[src/rtl/spi_reg_peripheral_if.sv]
// -----------------------------------------------------------------------------
// spi_reg_peripheral_if
//   The three SPI bus pins between an external controller and the register
//   peripheral.
//
//   sclk : SPI clock, driven by the controller, asynchronous to any clk
//   copi : serial data, controller to peripheral
//   ncs  : chip select, active low
//
//   Modports
//     master : the controller side; drives all three pins
//     slave  : the peripheral side; only observes them
// -----------------------------------------------------------------------------
interface spi_reg_peripheral_if;
  logic sclk;
  logic copi;
  logic ncs;

  modport master (output sclk, output copi, output ncs);
  modport slave  (input  sclk, input  copi, input  ncs);
endinterface

[src/rtl/spi_reg_peripheral.sv]
// -----------------------------------------------------------------------------
// spi_reg_peripheral
//   Write-only SPI mode-0 target holding the five control registers used by
//   pwm_peripheral. The SPI pins are oversampled by clk through synchronizer
//   chains. A frame is 16 bits, MSB first: {rw, addr[6:0], data[7:0]}. A write
//   (rw = 1) of exactly 16 or more bits to an address <= MAX_ADDR is committed
//   when chip select rises. Every other frame is dropped.
//
//   Parameters
//     SYNC_STAGES : flops per input synchronizer (>= 2)
//     MAX_ADDR    : highest register address that accepts writes
//
//   Ports
//     clk, rst_n      : system clock, asynchronous active-low reset
//     spi             : SPI pins (slave modport of spi_reg_peripheral_if)
//     en_reg_out_7_0  : register 0x00
//     en_reg_out_15_8 : register 0x01
//     en_reg_pwm_7_0  : register 0x02
//     en_reg_pwm_15_8 : register 0x03
//     pwm_duty_cycle  : register 0x04
//     wr_strobe       : one-cycle pulse in the cycle a register is updated
// -----------------------------------------------------------------------------
module spi_reg_peripheral #(
  parameter int SYNC_STAGES = 2,
  parameter int MAX_ADDR    = 4
) (
  input  logic                 clk,
  input  logic                 rst_n,
  spi_reg_peripheral_if.slave  spi,
  output logic [7:0]           en_reg_out_7_0,
  output logic [7:0]           en_reg_out_15_8,
  output logic [7:0]           en_reg_pwm_7_0,
  output logic [7:0]           en_reg_pwm_15_8,
  output logic [7:0]           pwm_duty_cycle,
  output logic                 wr_strobe
);

  localparam logic [4:0] FRAME_BITS    = 5'd16;
  localparam logic [6:0] MAX_ADDR_FLD  = 7'(MAX_ADDR);

  typedef enum logic [6:0] {
    ADDR_OUT_LO = 7'h00,
    ADDR_OUT_HI = 7'h01,
    ADDR_PWM_LO = 7'h02,
    ADDR_PWM_HI = 7'h03,
    ADDR_DUTY   = 7'h04
  } reg_addr_e;

  // ---------------------------------------------------------------------------
  // Input synchronizers, edge detection and post-reset arming
  // ---------------------------------------------------------------------------
  logic [SYNC_STAGES-1:0] sclk_sync;
  logic [SYNC_STAGES-1:0] copi_sync;
  logic [SYNC_STAGES-1:0] ncs_sync;
  logic                   sclk_d;
  logic                   ncs_d;
  logic [SYNC_STAGES:0]   warm;

  logic sclk_s;
  logic copi_s;
  logic ncs_s;
  logic armed;

  assign sclk_s = sclk_sync[SYNC_STAGES-1];
  assign copi_s = copi_sync[SYNC_STAGES-1];
  assign ncs_s  = ncs_sync[SYNC_STAGES-1];
  // A chain that is flushing out its reset preset can fake an edge; edges are
  // ignored until every synchronizer stage has seen a real pin value. This is
  // what rejects a frame whose ncs was already low at reset release.
  assign armed  = warm[SYNC_STAGES];

  logic sclk_rise;
  logic ncs_fall;
  logic ncs_rise;

  always_ff @(posedge clk or negedge rst_n) begin
    if (!rst_n) begin
      // NOTE: synchronizers reset to the idle bus (sclk=0, ncs=1) so that
      // leaving reset on a quiet bus never looks like an SPI edge.
      sclk_sync <= '0;
      copi_sync <= '0;
      ncs_sync  <= '1;
      sclk_d    <= 1'b0;
      ncs_d     <= 1'b1;
      warm      <= '0;
      sclk_rise <= 1'b0;
      ncs_fall  <= 1'b0;
      ncs_rise  <= 1'b0;
    end else begin
      // NOTE: non-blocking assignments let every stage sample the previous
      // value of its neighbour, which is what makes this a shift chain.
      sclk_sync <= {sclk_sync[SYNC_STAGES-2:0], spi.sclk};
      copi_sync <= {copi_sync[SYNC_STAGES-2:0], spi.copi};
      ncs_sync  <= {ncs_sync[SYNC_STAGES-2:0],  spi.ncs};
      sclk_d    <= sclk_s;
      ncs_d     <= ncs_s;
      warm      <= {warm[SYNC_STAGES-1:0], 1'b1};
      // Edge pulses are registered so downstream logic sees clean flops.
      sclk_rise <= armed &  sclk_s & ~sclk_d;
      ncs_fall  <= armed & ~ncs_s  &  ncs_d;
      ncs_rise  <= armed &  ncs_s  & ~ncs_d;
    end
  end

  // ---------------------------------------------------------------------------
  // Frame capture and register commit
  // ---------------------------------------------------------------------------
  logic [4:0]  bit_cnt;
  logic [15:0] shift_q;
  logic        in_frame;   // set by a seen ncs_fall, cleared by ncs_rise

  logic        frame_ok;
  reg_addr_e   frame_addr;

  assign frame_addr = reg_addr_e'(shift_q[14:8]);
  assign frame_ok   = in_frame && (bit_cnt == FRAME_BITS) && shift_q[15]
                      && (shift_q[14:8] <= MAX_ADDR_FLD);

  always_ff @(posedge clk or negedge rst_n) begin
    if (!rst_n) begin
      bit_cnt         <= '0;
      shift_q         <= '0;
      in_frame        <= 1'b0;
      wr_strobe       <= 1'b0;
      en_reg_out_7_0  <= '0;
      en_reg_out_15_8 <= '0;
      en_reg_pwm_7_0  <= '0;
      en_reg_pwm_15_8 <= '0;
      pwm_duty_cycle  <= '0;
    end else begin
      wr_strobe <= 1'b0;
      if (ncs_fall) begin
        bit_cnt  <= '0;
        shift_q  <= '0;
        in_frame <= 1'b1;
      end else if (ncs_rise) begin
        in_frame <= 1'b0;
        if (frame_ok) begin
          wr_strobe <= 1'b1;
          case (frame_addr)
            ADDR_OUT_LO: en_reg_out_7_0  <= shift_q[7:0];
            ADDR_OUT_HI: en_reg_out_15_8 <= shift_q[7:0];
            ADDR_PWM_LO: en_reg_pwm_7_0  <= shift_q[7:0];
            ADDR_PWM_HI: en_reg_pwm_15_8 <= shift_q[7:0];
            ADDR_DUTY:   pwm_duty_cycle  <= shift_q[7:0];
            default: ;
          endcase
        end
      end else if (sclk_rise && in_frame && (bit_cnt != FRAME_BITS)) begin
        // in_frame already implies ncs is low. Once 16 bits are in, the
        // counter saturates and the shift register holds, so over-length
        // frames keep their first 16 bits.
        shift_q <= {shift_q[14:0], copi_s};
        bit_cnt <= bit_cnt + 5'd1;
      end
    end
  end

endmodule

[src/flat_wrapper.sv]
// flat-port wrapper written by rule: the top's interface ports become plain ports
module spi_reg_peripheral_flat 
#(
  parameter int SYNC_STAGES = 2,
  parameter int MAX_ADDR    = 4
)
  (clk, rst_n, en_reg_out_7_0, en_reg_out_15_8, en_reg_pwm_7_0, en_reg_pwm_15_8, pwm_duty_cycle, wr_strobe, spi_sclk, spi_copi, spi_ncs);
  spi_reg_peripheral_if spi_i ();
  input  logic clk;
  input  logic rst_n;
  output logic [7:0] en_reg_out_7_0;
  output logic [7:0] en_reg_out_15_8;
  output logic [7:0] en_reg_pwm_7_0;
  output logic [7:0] en_reg_pwm_15_8;
  output logic [7:0] pwm_duty_cycle;
  output logic wr_strobe;
  input wire logic [$bits(spi_i.sclk)-1:0] spi_sclk;
  input wire logic [$bits(spi_i.copi)-1:0] spi_copi;
  input wire logic [$bits(spi_i.ncs)-1:0] spi_ncs;
  assign spi_i.sclk = spi_sclk;
  assign spi_i.copi = spi_copi;
  assign spi_i.ncs = spi_ncs;
  spi_reg_peripheral #(.SYNC_STAGES(SYNC_STAGES), .MAX_ADDR(MAX_ADDR)) u_core (.clk(clk), .rst_n(rst_n), .spi(spi_i), .en_reg_out_7_0(en_reg_out_7_0), .en_reg_out_15_8(en_reg_out_15_8), .en_reg_pwm_7_0(en_reg_pwm_7_0), .en_reg_pwm_15_8(en_reg_pwm_15_8), .pwm_duty_cycle(pwm_duty_cycle), .wr_strobe(wr_strobe));
endmodule
[config.mk]
export PLATFORM = sky130hd
export DESIGN_NAME = spi_reg_peripheral_flat
export DESIGN_NICKNAME = d
export VERILOG_FILES = /design/src/rtl/spi_reg_peripheral_if.sv /design/src/rtl/spi_reg_peripheral.sv /design/src/flat_wrapper.sv
export SDC_FILE = /design/constraint.sdc
export NUM_CORES = 1
export LEC_CHECK = 0
export CAP_MARGIN = 20
export CORE_ASPECT_RATIO = 1.75
export CORE_MARGIN = 2
export CORE_UTILIZATION = 30
export DETAILED_ROUTE_END_ITERATION = 6
export SLEW_MARGIN = 10
export SYNTH_ARGS = -nofsm -noshare
export SYNTH_HDL_FRONTEND = slang
export SYNTH_SLANG_ARGS = --single-unit
[constraint.sdc]
create_clock -name clk -period 3.27 [get_ports clk]
set_input_delay 0.4905 -clock clk [delete_from_list [all_inputs] [get_ports clk]]
set_output_delay 0.4905 -clock clk [all_outputs]
set_load 0.05 [all_outputs]
==> impl_metrics.json, run 1 <==
{
  "clock_sinks": 77,
  "ir_drop_mv": 0.248,
  "cp_slowest_stage_delay_ns": 0.48,
  "finalClockSkew_ns": 0.00604,
  "wl_per_cell_um": 16.5,
  "initial_utilization_pct": 31.1,
  "syn_nets": 236,
  "synth_top_area_share_pct": 60.2,
  "yosysSeqAreaShare_pct": 62.7,
  "finalCritPeriodShare_pct": 73.4,
  "grt_max_degree": 78,
  "first_pass_iters": 5,
  "switching_share_pct": 21.9,
  "clock.fmax_mhz": 417,
  "overflow": 0,
  "pwr-share-clk_pct": 48.4,
  "holdCritPathClass": "primary input to async pin",
  "via_per_inst": 4.90,
  "io-pin-count": 46,
  "gp_congestion": 0.744,
  "layout_common_cells": "dfrtp_1 (74), clkdlybuf4s50_1 (44), mux2_2 (37)",
  "cts-root-buf": "clkbuf_16",
  "route.detailed.drc": 0,
  "die_area_um2": 11100,
  "slew_viol_final": 0,
  "synth_top_cell_by_area": "dfrtp_1",
  "rows": 48,
  "critPathLaunchType": "flop",
  "switchingPower_w": 0.000443,
  "synth_cells": 229,
  "path_max_fanout": 18,
  "routed-via-count": 1979,
  "crit_type": "flop to flop",
  "die_h_um": 138,
  "status": "finished clean",
  "postCtsHoldBufs": 0,
  "postRouteWirelength_mm": 6.67,
  "drtIter0Drc": 108,
  "synth.distinct_cells": 34,
  "netlist_top_cells_area": "dfrtp_1 (60%), mux2_2 (14%), a21oi_1 (3.4%)",
  "intPower_w": 0.00158,
  "setup_tns_ns": 0,
  "cp_data_required_time_ns": 3.49,
  "antenna_found_initial": 0,
  "cts_buffer_depth": 2,
  "critPathBufInv": 2,
  "slew_headroom_pct": 36.9,
  "grt.total_usage_pct": 13.3,
  "grt_pass1_wl_mm": 10.9,
  "rsz0062_at_grt": "no",
  "cts_buffers": 9,
  "netlist_area_um2": 3080,
  "clk_latency_ns": 0.33,
  "period_minus_slack_ns": 2.40,
  "ys_ff_latch": 77,
  "power_leakage_nw": 1.75,
  "p_seq_share_pct": 48.8,
  "hpwl_mm": 4.66,
  "path_delay_family": "simple AND/OR/NAND/NOR gates",
  "cp.arrival_ns": 2.61,
  "core_um2": 9910,
  "cp_slowest_cell": "nor4bb_4",
  "drtAntennaViolNets": 0,
  "endpoint_kind": "flop",
  "diodes": 0,
  "post_cts_buffers": 0,
  "tightest_slew_ns": 0.947,
  "combPwrFrac_pct": 2.9,
  "clkTransAtPathRegs_ns": 0.06,
  "area_growth_pct": 28.3,
  "p_per_area_nw_per_um2": 513,
  "final_common_cell": "dfrtp_1",
  "placed_cells": 388,
  "final-instance-count-excl-fill": 404,
  "crit_chain": "inv_1, ha_1, nor4bb_4, buf_4, nand4_2, mux2_2",
  "fin_nets": 281,
  "io_buffer_count": 45,
  "ctsResizeCount": 0,
  "synth_warnings": 0,
  "setup_violations": 0,
  "layout-drive-gt1-share_pct": 24.4,
  "die_x_um": 80.6,
  "first_global_vias": 2073,
  "drv_cap": 0,
  "finalHoldViolCount": 0,
  "cts_tree": "built",
  "htreeDepth": 3,
  "avgSynthCellArea_um2": 13.4
}
## worst reg2reg max path: stages, from the launching register on
cell,delay (ns)
dfrtp_1,0.39
inv_1,0.12
ha_1,0.20
nor4bb_4,0.48
buf_4,0.32
nand4_2,0.37
mux2_2,0.41
## routing by layer
layer | GRT usage [%] | up-vias | part of all wire (%)
met5 | 0 | - | 0
met4 | 8.95 | 0 | 4.5
met3 | 3.39 | 16 | 2.9
met2 | 22.8 | 37 | 55
met1 | 14.1 | 1006 | 38
li1 | - | 920 | -
## power groups by stage
stage	Sequential (W)	Combinational (W)	Clock (W)
after floorplan	0.000999	0.0000287	0
after global placement	0.00101	0.0000564	0
after detailed placement	0.00101	0.0000598	0
after CTS	0.000989	0.0000598	0.00101
after global routing	0.000992	0.0000668	0.00105
final	0.000988	0.0000580	0.000980
## sequential cells by signal (all words and copies together), names as in the netlist
name and count:
u_core.bit_cnt 5, u_core.copi_sync 2, u_core.en_reg_out_15_8 8, u_core.en_reg_out_7_0 8, u_core.en_reg_pwm_15_8 8, u_core.en_reg_pwm_7_0 8
u_core.in_frame 1, u_core.ncs_d 1, u_core.ncs_fall 1, u_core.ncs_rise 1, u_core.ncs_sync 2, u_core.pwm_duty_cycle 8
u_core.sclk_d 1, u_core.sclk_rise 1, u_core.sclk_sync 2, u_core.shift_q 16, u_core.warm 3, u_core.wr_strobe 1
## synth_stat cells, drive strengths merged
cell type,instances
dfrtp,74
mux2,40
a21oi,21
o21ai,21
nand3,18
buf,8
nand4,6
clkbuf,5
inv,4
nand2,4
nor2,4
dfstp,3
nor4,3
nor4b,3
ha,2
nor4bb,2
or4,2
a21o,1
and3,1
and3b,1
conb,1
nand3b,1
nand4b,1
nand4bb,1
o31ai,1
or3,1
## through the flow
step | hold slack (ns) | setup slack [ns] | utilization [%] | power (W) | area, um^2
finish | 0.295 | 0.871 | 39.8 | 0.00203 | 3950
global placement | 0.334 | 0.965 | 36.8 | 0.00106 | 3650
floorplan | 0.195 | 1.50 | - | 0.00103 | 3080
global route | 0.366 | 0.740 | 39.8 | 0.00211 | 3950
detailed placement | 0.336 | 0.870 | 36.8 | 0.00107 | 3650
CTS | 0.335 | 0.843 | 39.8 | 0.00206 | 3950
## final cells by class
class	instances	area [um^2]
tap	125	156
inverter	4	15.0
clock inverter	7	76.3
sequential	77	1930
clock buffer	9	225
timing repair buffer	47	463
multi-input combinational	135	1080
fill	939	5960
## worst paths after layout
path / startpoint / end / slack [ns] / cells after the start
worst max-delay path: u_core.bit_cnt[0] / u_core.en_reg_out_15_8[6] / 0.87 / 6
worst min-delay path: rst_n / u_core.en_reg_out_15_8[4] / 0.30 / 1
worst max register to register: u_core.bit_cnt[0] / u_core.en_reg_out_15_8[6] / 0.87 / 6
worst min register to register: u_core.sclk_sync[0] / u_core.sclk_sync[1] / 0.35 / 0
max in group asynchronous: rst_n / u_core.en_reg_pwm_7_0[6] / 2.35 / 1
min in group clk: u_core.sclk_sync[0] / u_core.sclk_sync[1] / 0.35 / 0
## logic make-up (layout without fill, tap and decap cells)
group | count (synthesis) | after routing | synth area share, %
other | 1 | 1 | 0.122
adder cells (fa/ha/maj) | 2 | 2 | 0.813
AND/OR/NAND/NOR | 48 | 48 | 11.8
multiplexers | 40 | 40 | 14.6
AO/OA/AOI/OAI | 44 | 44 | 7.32
flip-flops | 77 | 77 | 62.7
buffers and inverters | 17 | 67 | 2.60
Note: power is estimated with default switching activity, not from simulation.
==> inputs of run 2 (changes only) <==
- clock period: 3.27 -> 2.3 ns (I/O delays scaled with it)
==> run 2 against run 1 <==
Against the previous run:
- clock power increased by 77%
- fmax rose by 18%
- first-iteration DRC count decreased by 16%
- critical path depth up 1
- register-to-register slack got worse by 0.60 ns
- sequential power is 43% higher
- combinational power increased by 56%
- clock skew about the same
- wire length is 4.1% higher
- clock-buffer cell count unchanged
- critical endpoint is now u_core.en_reg_pwm_7_0[7]
- largest power group is now the clock network
==> impl_metrics.json, run 2 (synthesis results as in run 1) <==
{
  "initial_utilization_pct": 31.1,
  "wl_per_cell_um": 16.7,
  "clock.fmax_mhz": 492,
  "postRouteWirelength_mm": 6.94,
  "power.total_w": 0.00323,
  "grt_pass1_wl_mm": 11.3,
  "overflow": 0,
  "gp_congestion": 0.798,
  "grt.total_usage_pct": 13.9,
  "cp_data_required_time_ns": 2.52,
  "clkTransAtPathRegs_ns": 0.06,
  "drtAntennaViolNets": 0,
  "period_minus_slack_ns": 2.03,
  "grt_max_degree": 50,
  "slew_headroom_pct": 54.8,
  "final_common_cell": "dfrtp_1",
  "placed_area_um2": 3740,
  "crit_chain": "inv_1, ha_1, nor4bb_4, buf_4, nand4_2, buf_4, mux2_2",
  "postCtsHoldBufs": 1,
  "critical_path.most_common_cell": "buf_4",
  "cts-root-buf": "clkbuf_16",
  "cts_tree": "built",
  "setup_tns_ns": 0,
  "first_pass_iters": 4,
  "endpoint_kind": "flop",
  "area_growth_pct": 34.0,
  "regToRegStartpoint": "u_core.bit_cnt[0]",
  "slew_viol_final": 0,
  "worst_slack_ns": 0.269,
  "status": "finished clean",
  "cp_slowest_cell": "dfrtp_1",
  "finalInstanceArea_um2": 4120,
  "io-pin-count": 46,
  "core_um2": 9910,
  "rows": 48,
  "cp-startpoint": "u_core.bit_cnt[0]",
  "post_cts_buffers": 0,
  "finalHoldViolCount": 0,
  "critPathBufInv": 3,
  "timing.rr.end": "u_core.en_reg_pwm_7_0[7]",
  "p_per_area_nw_per_um2": 783,
  "path_max_fanout": 7,
  "finalCritPeriodShare_pct": 88.3,
  "largest_reg_flops": 16,
  "route.detailed.drc": 0,
  "routed-via-count": 2044,
  "crit_type": "flop to flop",
  "setup_violations": 0,
  "ctsResizeCount": 0,
  "clk_latency_ns": 0.34,
  "holdCritPathClass": "flop to flop",
  "die_h_um": 138,
  "cp_slowest_stage_delay_ns": 0.39,
  "die_area_um2": 11100,
  "tightest_slew_ns": 0.679,
  "crit_cells": 7,
  "power_leakage_nw": 1.85,
  "rrSetupSlack_ns": 0.27,
  "first_global_vias": 2127,
  "critPathLaunchType": "flop",
  "diodes": 0,
  "drv_cap": 0,
  "r2r_cells": 7,
  "hpwl_mm": 4.84,
  "ir_drop_mv": 0.592,
  "place_ws_ns": 0.256,
  "drtIter0Drc": 91,
  "die_x_um": 80.6,
  "finalClockSkew_ns": 0.00559,
  "largest-register": "u_core.shift_q",
  "layout-drive-gt1-share_pct": 27.1,
  "cp.arrival_ns": 2.25,
  "final-instance-count-excl-fill": 416,
  "via_per_inst": 4.91,
  "cts_buffers": 9,
  "path_delay_family": "buffers and inverters",
  "clock_sinks": 77,
  "htreeDepth": 3,
  "placed_cells": 399,
  "rsz0062_at_grt": "no",
  "io_buffer_count": 45,
  "fin_nets": 293,
  "layout_common_cells": "dfrtp_1 (74), clkdlybuf4s50_1 (44), mux2_2 (37)",
  "cts_buffer_depth": 2,
  "endpoint": "u_core.en_reg_pwm_7_0[7]",
  "antenna_found_initial": 0
}
[run 2: report_power, final]
part / internal [W] / switching (W)
Clock: 0.00118 / 0.000556
Sequential: 0.00138 / 0.0000254
Combinational: 0.0000331 / 0.0000571
[run 2: per-stage QoR]
stage / hold slack (ns) / util (%)
global route: 0.362 / 41.6
finish: 0.349 / 41.6
floorplan: 0.0494 / -
CTS: 0.351 / 41.6
detailed placement: 0.293 / 37.8
global placement: 0.291 / 37.8
[run 2: how the worst min path moves through the flow]
stage	startpoint	cells after the start	slack, ns	to
2_1_floorplan	rst_n	0	0.05	u_core.bit_cnt[0]
6_report	u_core.sclk_sync[0]	0	0.35	u_core.sclk_sync[1]
4_1_cts	u_core.sclk_sync[0]	0	0.35	u_core.sclk_sync[1]
5_1_grt	u_core.ncs_sync[0]	0	0.36	u_core.ncs_sync[1]
3_5_place_dp	rst_n	1	0.29	u_core.en_reg_out_15_8[3]
3_3_place_gp	rst_n	1	0.29	u_core.en_reg_out_15_8[3]
[run 2: area by class of cell]
class	count	area, um^2
clock buffer	9	225
clock inverter	7	146
fill	915	5790
inverter	4	15.0
multi-input combinational	135	1080
sequential	77	1930
tap	125	156
timing repair buffer	59	568
[run 2: per-layer routing]
layer / global-route usage, % / wire length, um
met1: 14.7 / 2570
met2: 24.5 / 3970
met3: 3.58 / 197
met4: 7.82 / 212
met5: 0 / 0
